File: src/rtl/muldiv_ctrl.sv
`default_nettype none
// ============================================================================
// Module      : muldiv_ctrl
// Description : Sequencer between the CPU and external multiply/divide cores,
//               owning the architectural HI/LO registers and MFHI/MFLO reads.
// Revision    : 1.0 - initial release
// ============================================================================
module muldiv_ctrl #(
   parameter int TIMEOUT = 40
) (
   input  logic        clk,
   input  logic        reset,
   input  logic        op_valid,
   input  logic [1:0]  op_code,
   input  logic [31:0] op_a,
   input  logic [31:0] op_b,
   output logic        op_ready,
   output logic        mult_start,
   output logic        div_start,
   output logic [31:0] core_a,
   output logic [31:0] core_b,
   input  logic        mult_done,
   input  logic        div_done,
   input  logic [31:0] mult_hi,
   input  logic [31:0] mult_lo,
   input  logic [31:0] div_hi,
   input  logic [31:0] div_lo,
   output logic [31:0] hi,
   output logic [31:0] lo,
   output logic [31:0] rd_data,
   output logic        rd_valid,
   output logic        op_done,
   output logic        div_zero,
   output logic        timeout_err
);

   localparam int CW = (TIMEOUT > 1) ? $clog2(TIMEOUT) : 1;
   localparam logic [CW-1:0] c_CNT_LAST = CW'(TIMEOUT - 1);

   localparam logic [1:0] c_IDLE  = 2'd0;
   localparam logic [1:0] c_START = 2'd1;
   localparam logic [1:0] c_WAIT  = 2'd2;
   localparam logic [1:0] c_DONE  = 2'd3;

   localparam logic [1:0] c_OP_MULT = 2'b00;
   localparam logic [1:0] c_OP_DIV  = 2'b01;
   localparam logic [1:0] c_OP_MFHI = 2'b10;
   localparam logic [1:0] c_OP_MFLO = 2'b11;

   logic [1:0]    r_state;
   logic [1:0]    w_next_state;
   logic          r_sel;
   logic [CW-1:0] r_cnt;
   logic [31:0]   r_core_a;
   logic [31:0]   r_core_b;
   logic [31:0]   r_hi;
   logic [31:0]   r_lo;
   logic [31:0]   r_rd_data;
   logic          r_rd_valid;
   logic          r_div_zero;
   logic          r_timeout;

   logic w_accept;
   logic w_launch;
   logic w_div_by_zero;
   logic w_sel_done;
   logic w_timeout;

   assign w_accept      = op_valid && (r_state == c_IDLE);
   assign w_div_by_zero = w_accept && (op_code == c_OP_DIV) && (op_b == 32'd0);
   assign w_launch      = w_accept && ((op_code == c_OP_MULT) ||
                                       ((op_code == c_OP_DIV) && (op_b != 32'd0)));
   // Only the core that was started may complete the operation.
   assign w_sel_done    = r_sel ? div_done : mult_done;
   assign w_timeout     = (r_state == c_WAIT) && !w_sel_done && (r_cnt == c_CNT_LAST);

   always_ff @(posedge clk) begin
      if (reset) begin
         r_state <= c_IDLE;
      end else begin
         r_state <= w_next_state;
      end
   end

   always_comb begin
      w_next_state = r_state;
      case (r_state)
         c_IDLE:  if (w_launch) w_next_state = c_START;
         c_START: w_next_state = c_WAIT;
         c_WAIT: begin
            if (w_sel_done) begin
               w_next_state = c_DONE;
            end else if (r_cnt == c_CNT_LAST) begin
               w_next_state = c_IDLE;
            end
         end
         c_DONE:  w_next_state = c_IDLE;
         default: w_next_state = c_IDLE;
      endcase
   end

   always_comb begin
      op_ready   = 1'b0;
      mult_start = 1'b0;
      div_start  = 1'b0;
      op_done    = 1'b0;
      case (r_state)
         c_IDLE:  op_ready = 1'b1;
         c_START: begin
            mult_start = !r_sel;
            div_start  = r_sel;
         end
         c_DONE:  op_done = 1'b1;
         default: ;
      endcase
   end

   always_ff @(posedge clk) begin
      if (reset) begin
         r_sel      <= 1'b0;
         r_cnt      <= '0;
         r_core_a   <= 32'd0;
         r_core_b   <= 32'd0;
         r_hi       <= 32'd0;
         r_lo       <= 32'd0;
         r_rd_data  <= 32'd0;
         r_rd_valid <= 1'b0;
         r_div_zero <= 1'b0;
         r_timeout  <= 1'b0;
      end else begin
         r_rd_valid <= 1'b0;
         r_div_zero <= w_div_by_zero;
         r_timeout  <= w_timeout;
         if (w_launch) begin
            r_core_a <= op_a;
            r_core_b <= op_b;
            r_sel    <= op_code[0];
         end
         if (r_state == c_START) begin
            r_cnt <= '0;
         end else if (r_state == c_WAIT) begin
            r_cnt <= r_cnt + CW'(1);
         end
         if ((r_state == c_WAIT) && w_sel_done) begin
            r_hi <= r_sel ? div_hi : mult_hi;
            r_lo <= r_sel ? div_lo : mult_lo;
         end
         if (w_accept && (op_code == c_OP_MFHI)) begin
            r_rd_data  <= r_hi;
            r_rd_valid <= 1'b1;
         end else if (w_accept && (op_code == c_OP_MFLO)) begin
            r_rd_data  <= r_lo;
            r_rd_valid <= 1'b1;
         end
      end
   end

   assign core_a      = r_core_a;
   assign core_b      = r_core_b;
   assign hi          = r_hi;
   assign lo          = r_lo;
   assign rd_data     = r_rd_data;
   assign rd_valid    = r_rd_valid;
   assign div_zero    = r_div_zero;
   assign timeout_err = r_timeout;

endmodule
`default_nettype wire

File: config.mk
export PLATFORM = sky130hd
export DESIGN_NAME = muldiv_ctrl
export DESIGN_NICKNAME = d
export VERILOG_FILES = /design/src/rtl/muldiv_ctrl.sv
export SDC_FILE = /design/constraint.sdc
export NUM_CORES = 1
export LEC_CHECK = 0
export BUFFER_PORTS_ARGS = -buffer_cell sky130_fd_sc_hd__buf_4
export CELL_PAD_IN_SITES_DETAIL_PLACEMENT = 2
export CELL_PAD_IN_SITES_GLOBAL_PLACEMENT = 2
export CORE_MARGIN = 4
export CORE_UTILIZATION = 26
export CTS_CLUSTER_SIZE = 10
export DETAILED_ROUTE_END_ITERATION = 8
export PLACE_DENSITY = 0.86
export SLEW_MARGIN = 10
export SYNTH_ARGS = -nofsm -noshare
export SYNTH_HDL_FRONTEND = slang
export SYNTH_SLANG_ARGS = --single-unit
File: constraint.sdc
create_clock -name clk -period 3 [get_ports clk]
set_input_delay 0.75 -clock clk [delete_from_list [all_inputs] [get_ports clk]]
set_output_delay 0.75 -clock clk [all_outputs]
set_load 0.02 [all_outputs]
# Word level (Yosys, flattened, before mapping)
# Cells that the tools add are included.
[totals]
reg_bits = 172
input_bits = 199
[op_classes]
add_sub_neg = 1
n_eq_ne = 9
muxes = 15
reduce_logical = 20
[ops]
columns = ["cell", "count"]
rows = [
  ["2-to-1 mux 32 bit", 4],
  ["logical NOT 32 bit", 1],
  ["nonzero test 32 bit", 1],
  ["logical AND 1 bit", 10],
  ["== test 2 bit, second input constant", 4],
  ["one-hot mux 2 bit (4 select lines)", 1],
  ["2-to-1 mux 1 bit", 7],
  ["adder 6 x 1 -> 6 bit, second input constant", 1],
  ["== test 6 bit, second input constant", 1],
  ["2-to-1 mux 2 bit", 3],
  ["== test 2 x 1 -> 1 bit, second input constant", 2],
  ["logical NOT 2 bit", 2],
  ["inequality test 3 x 2 -> 1 bit, second input constant", 1],
  ["logical NOT 1 bit", 2],
  ["inequality test 2 bit, second input constant", 1],
  ["AND reduction 2 bit", 1],
  ["nonzero test 2 bit", 1],
  ["OR reduction 2 bit", 1],
  ["logical OR 1 bit", 1],
]

# Depth between registers and ports, before layout
[depth]
ltp_word = 6
ltp_mapped = 7
depth_no_buf = 4

# Worst setup path before layout
# No wires, ideal clock.
[synth_path]
path_type = "in2reg"
start = "input op_b[7]"
end = "register r_core_b[15] (netlist: core_b[15])"
setup_time_ns = 0.074
arrival_time_ns = 2.445
t_required_ns = 2.926
setup_slack_ns = 0.481
path_stages = 6
path_buffers = 2
cell_sequence = "or4_1 or3_1 buf_6 buf_6 or4_1 o211ai_2"
[synth_via]
elab_chain_len = 4
[synth_rtl]
columns = ["element", "line_no", "text"]
rows = [
  ["start: declaration", "16", "input logic [31:0] op_b,"],
  ["nonzero test 32 bit", "72", "((op_code == c_OP_DIV) && (op_b != 32'd0)));"],
  ["logical AND 1 bit", "72", ""],
  ["logical OR 1 bit", "71", "assign w_launch = w_accept && ((op_code == c_OP_MULT) ||"],
  ["logical AND 1 bit", "71", ""],
  ["end signal: assignment", "136", "r_core_b <= op_b;"],
  ["end: declaration", "55", "logic [31:0] r_core_b;"],
]
# No other way between the ends.
# A chain may end at the register's enable or synchronous reset.

# Worst setup path after layout
[layout_path]
start = "input op_b[7]"
end = "register r_core_b[13] (netlist: core_b[13])"
# The elaborated chain is that of the path after synthesis.

==> results.md <==
- Status: finished clean
- Fraction of layout cells with a size suffix above 1: 0.339
- CP Data Required Time: 3380 ps
- Fin. Hold Viols: 0
- Finished Core Util: 0.384
- Placed Area: 0.0113 sq mm
- Vias in the first global route: 9420
- Crit path time final: between 2000 and 3000 ps
- Hold Path Class: reg -> reg
- Final Cell Area: about 0.012 sq mm
- Nets@finish: 1445
- Die area: between 0.03 and 0.04 sq mm
- Post-synth design cell area: around 0.0082 sq mm
- Register area share after synthesis: 0.419
- Iter 0 DRT Violations: between 300 and 400
- First-pass GRT wire length: 53.6 mm
- Final setup vio count: 0
- DRC: 0
- Synth Area per Inst: 8.69 sq um
- WL final: roughly 35 mm
- Setup crit end kind: flop
- Final GP Congestion: 0.766
- Worst skew pair latency: about 430 ps
- CTS Root Cell: clkbuf_16
- Fillers: 3455
- Most common cell after layout, fill and taps aside: buf_4
- RSZ-0062 raised after global routing: no
- Crit start category: input pin
- Post-synth net total: 1145
- Die Span Y: between 150 and 200 um
- Top-level I/O count: 366
- Critical path arrival: 2910 ps
- Max Fclk: about 0.4 GHz
- Postcts setup bufs: 0
- Antenna Cells: 0
- Storage element area: 0.00345 sq mm
- CTS H-tree lvls: 4
- Slew HR: 0.418
- Site Rows: 64
- Sink Count: 172
- Leak: a little under 0.005 uW
- Hpwl dp: 25.1 mm
- Synth Instances: 945
- Critical path cell sequence: buf_4 -> or4_1 -> or3_2 -> buf_12 -> nor4_1 -> a311o_1
- Critical-path top delay cell: or3_2
- CTS max path bufs: 2
- R2r setup slk: 1120 ps
- Port buffer count: 365
- Overall Power: 6050 uW
- Die W: 186 um
- Count of cell types in the netlist: 36
- PwrDens: 509 mW/mm^2
- GRT Overall Usage: 0.195
- Setup TNS Final: 0 ps
- Core Area: 0.0309 sq mm
- Clock transition at the registers of the reported paths: 80 ps
- Wire length per cell: 21.2 um
- Critical path class: in -> reg
- Max IR drop VDD: 0.368 mV
- Area Overhead vs Synth: 44.7%
- Crit share post-route: 0.844
- Final Max Tran Viols: 0
- Via count: between 8000 and 9000
- CTS tree: done
- Grt total ovfl: 0
- Footprint of the multi-input gates: 0.00437 sq mm
- Worst Tran Pin Value: just under 900 ps
- Initial Util: 0.266
- Cts hold-fix bufs: 0
- Post-route ant nets: 0
- Initial antenna violation count: 0
- CTS buffer count: 17
- Synth warnings: 0
- TritonRoute pass-1 iters: 4
- CP max FO: 38
- Post_cts resized: 0
- Largest net degree at the start of global routing: 137
- Leading cell types in the layout, fill and taps excluded: buf_4 (377), dfxtp_1 (171), nor2_1 (119)
- Setup Skew: 13.0 ps
- Flops & latches, synth: 172
- Critical path's largest stage delay: 750 ps
- Via density per instance: ~5.3
- Max_cap viols: 0
==> cells by family after synthesis <==
logic type	Yosys count	synth area share
AO/OA/AOI/OAI	200	0.177
XOR/XNOR	5	0.00533
adder cells (fa/ha/maj)	1	0.00152
buffers and inverters	105	0.0514
flip-flops	172	0.419
multiplexers	97	0.118
AND/OR/NAND/NOR	365	0.227
==> stage by stage <==
| stage | hold slack [ps] | worst slack, ps | cells |
|---|---|---|---|
| CTS | 504 | 515 | 1654 |
| global placement | 461 | 116 | 1622 |
| detailed placement | 495 | 52.1 | 1622 |
| floorplan | 449 | 481 | 945 |
| global route | 527 | 383 | 1654 |
| finish | 497 | 467 | 1654 |
==> cells in the mapped netlist, drive strengths merged <==
cell type,n,share of area
a211oi,99,0.091
a21oi,5,0.0030
a22o,1,0.0011
a22oi,33,0.030
a311o,8,0.0098
and2,2,0.0015
and3,35,0.027
and4,1,0.0011
and4b,1,0.0012
buf,20,0.012
clkbuf,83,0.038
dfxtp,172,0.42
ha,1,0.0015
inv,2,0.00091
mux2i,97,0.12
nand2,35,0.016
nand2b,2,0.0015
nand3,55,0.034
nand3b,1,0.00091
nand4,37,0.028
nand4b,1,0.0011
nor2,120,0.055
nor2b,33,0.025
nor3,3,0.0018
nor3b,1,0.00091
nor4,12,0.0091
nor4b,1,0.0011
o211ai,21,0.022
o21ai,33,0.020
or3,2,0.0015
or4,23,0.021
xnor2,1,0.0011
xor2,4,0.0043
==> cell type report <==
cell class / count / share of cell area
inverters: 2 / 0.000632
well taps: 396 / 0.0417
multi-input cells: 668 / 0.368
flip-flops and latches: 172 / 0.290
clock inverters: 10 / 0.00874
repair buffers: 384 / 0.250
clock buffers: 22 / 0.0409
==> registers in the layout, indices dropped and copies added, names as in the netlist <==
| signal | count |
|---|---|
| core_b | 32 |
| r_cnt | 6 |
| r_sel | 1 |
| core_a | 32 |
| rd_data | 32 |
| lo | 32 |
| rd_valid | 1 |
| div_zero | 1 |
| timeout_err | 1 |
| hi | 32 |
| r_state | 2 |
==> layer usage <==
layer  part of all wire  GRT usage  up-vias
li1                   -          -     4105
met1               0.41      0.239     4296
met2               0.50      0.343      300
met3              0.073     0.0506       32
met4              0.016     0.0458        0
met5                  0          0        -
==> worst max-delay path, delay by kind of cell <==
family / cells / cell delay [ps]
AOI/OAI and AO/OA: 1 / 160
and+or+nand+nor: 3 / 1590
buffers and inverters: 2 / 400
==> final timing paths <==
kind	from	cells after the start	end
worst max-delay path	op_b[7]	6	core_b[13]
worst min-delay path	r_cnt[1]	2	r_cnt[1]
worst min register to register	r_cnt[1]	2	r_cnt[1]
worst max register to register	r_state[1]	5	rd_data[12]
==> report_power, final <==
| part | total [uW] | internal [uW] | switching [uW] |
|---|---|---|---|
| Sequential | 2540 | 2430 | 104 |
| Combinational | 1250 | 570 | 679 |
| Clock | 2260 | 1250 | 1010 |
(Power assumes the default switching activity.)
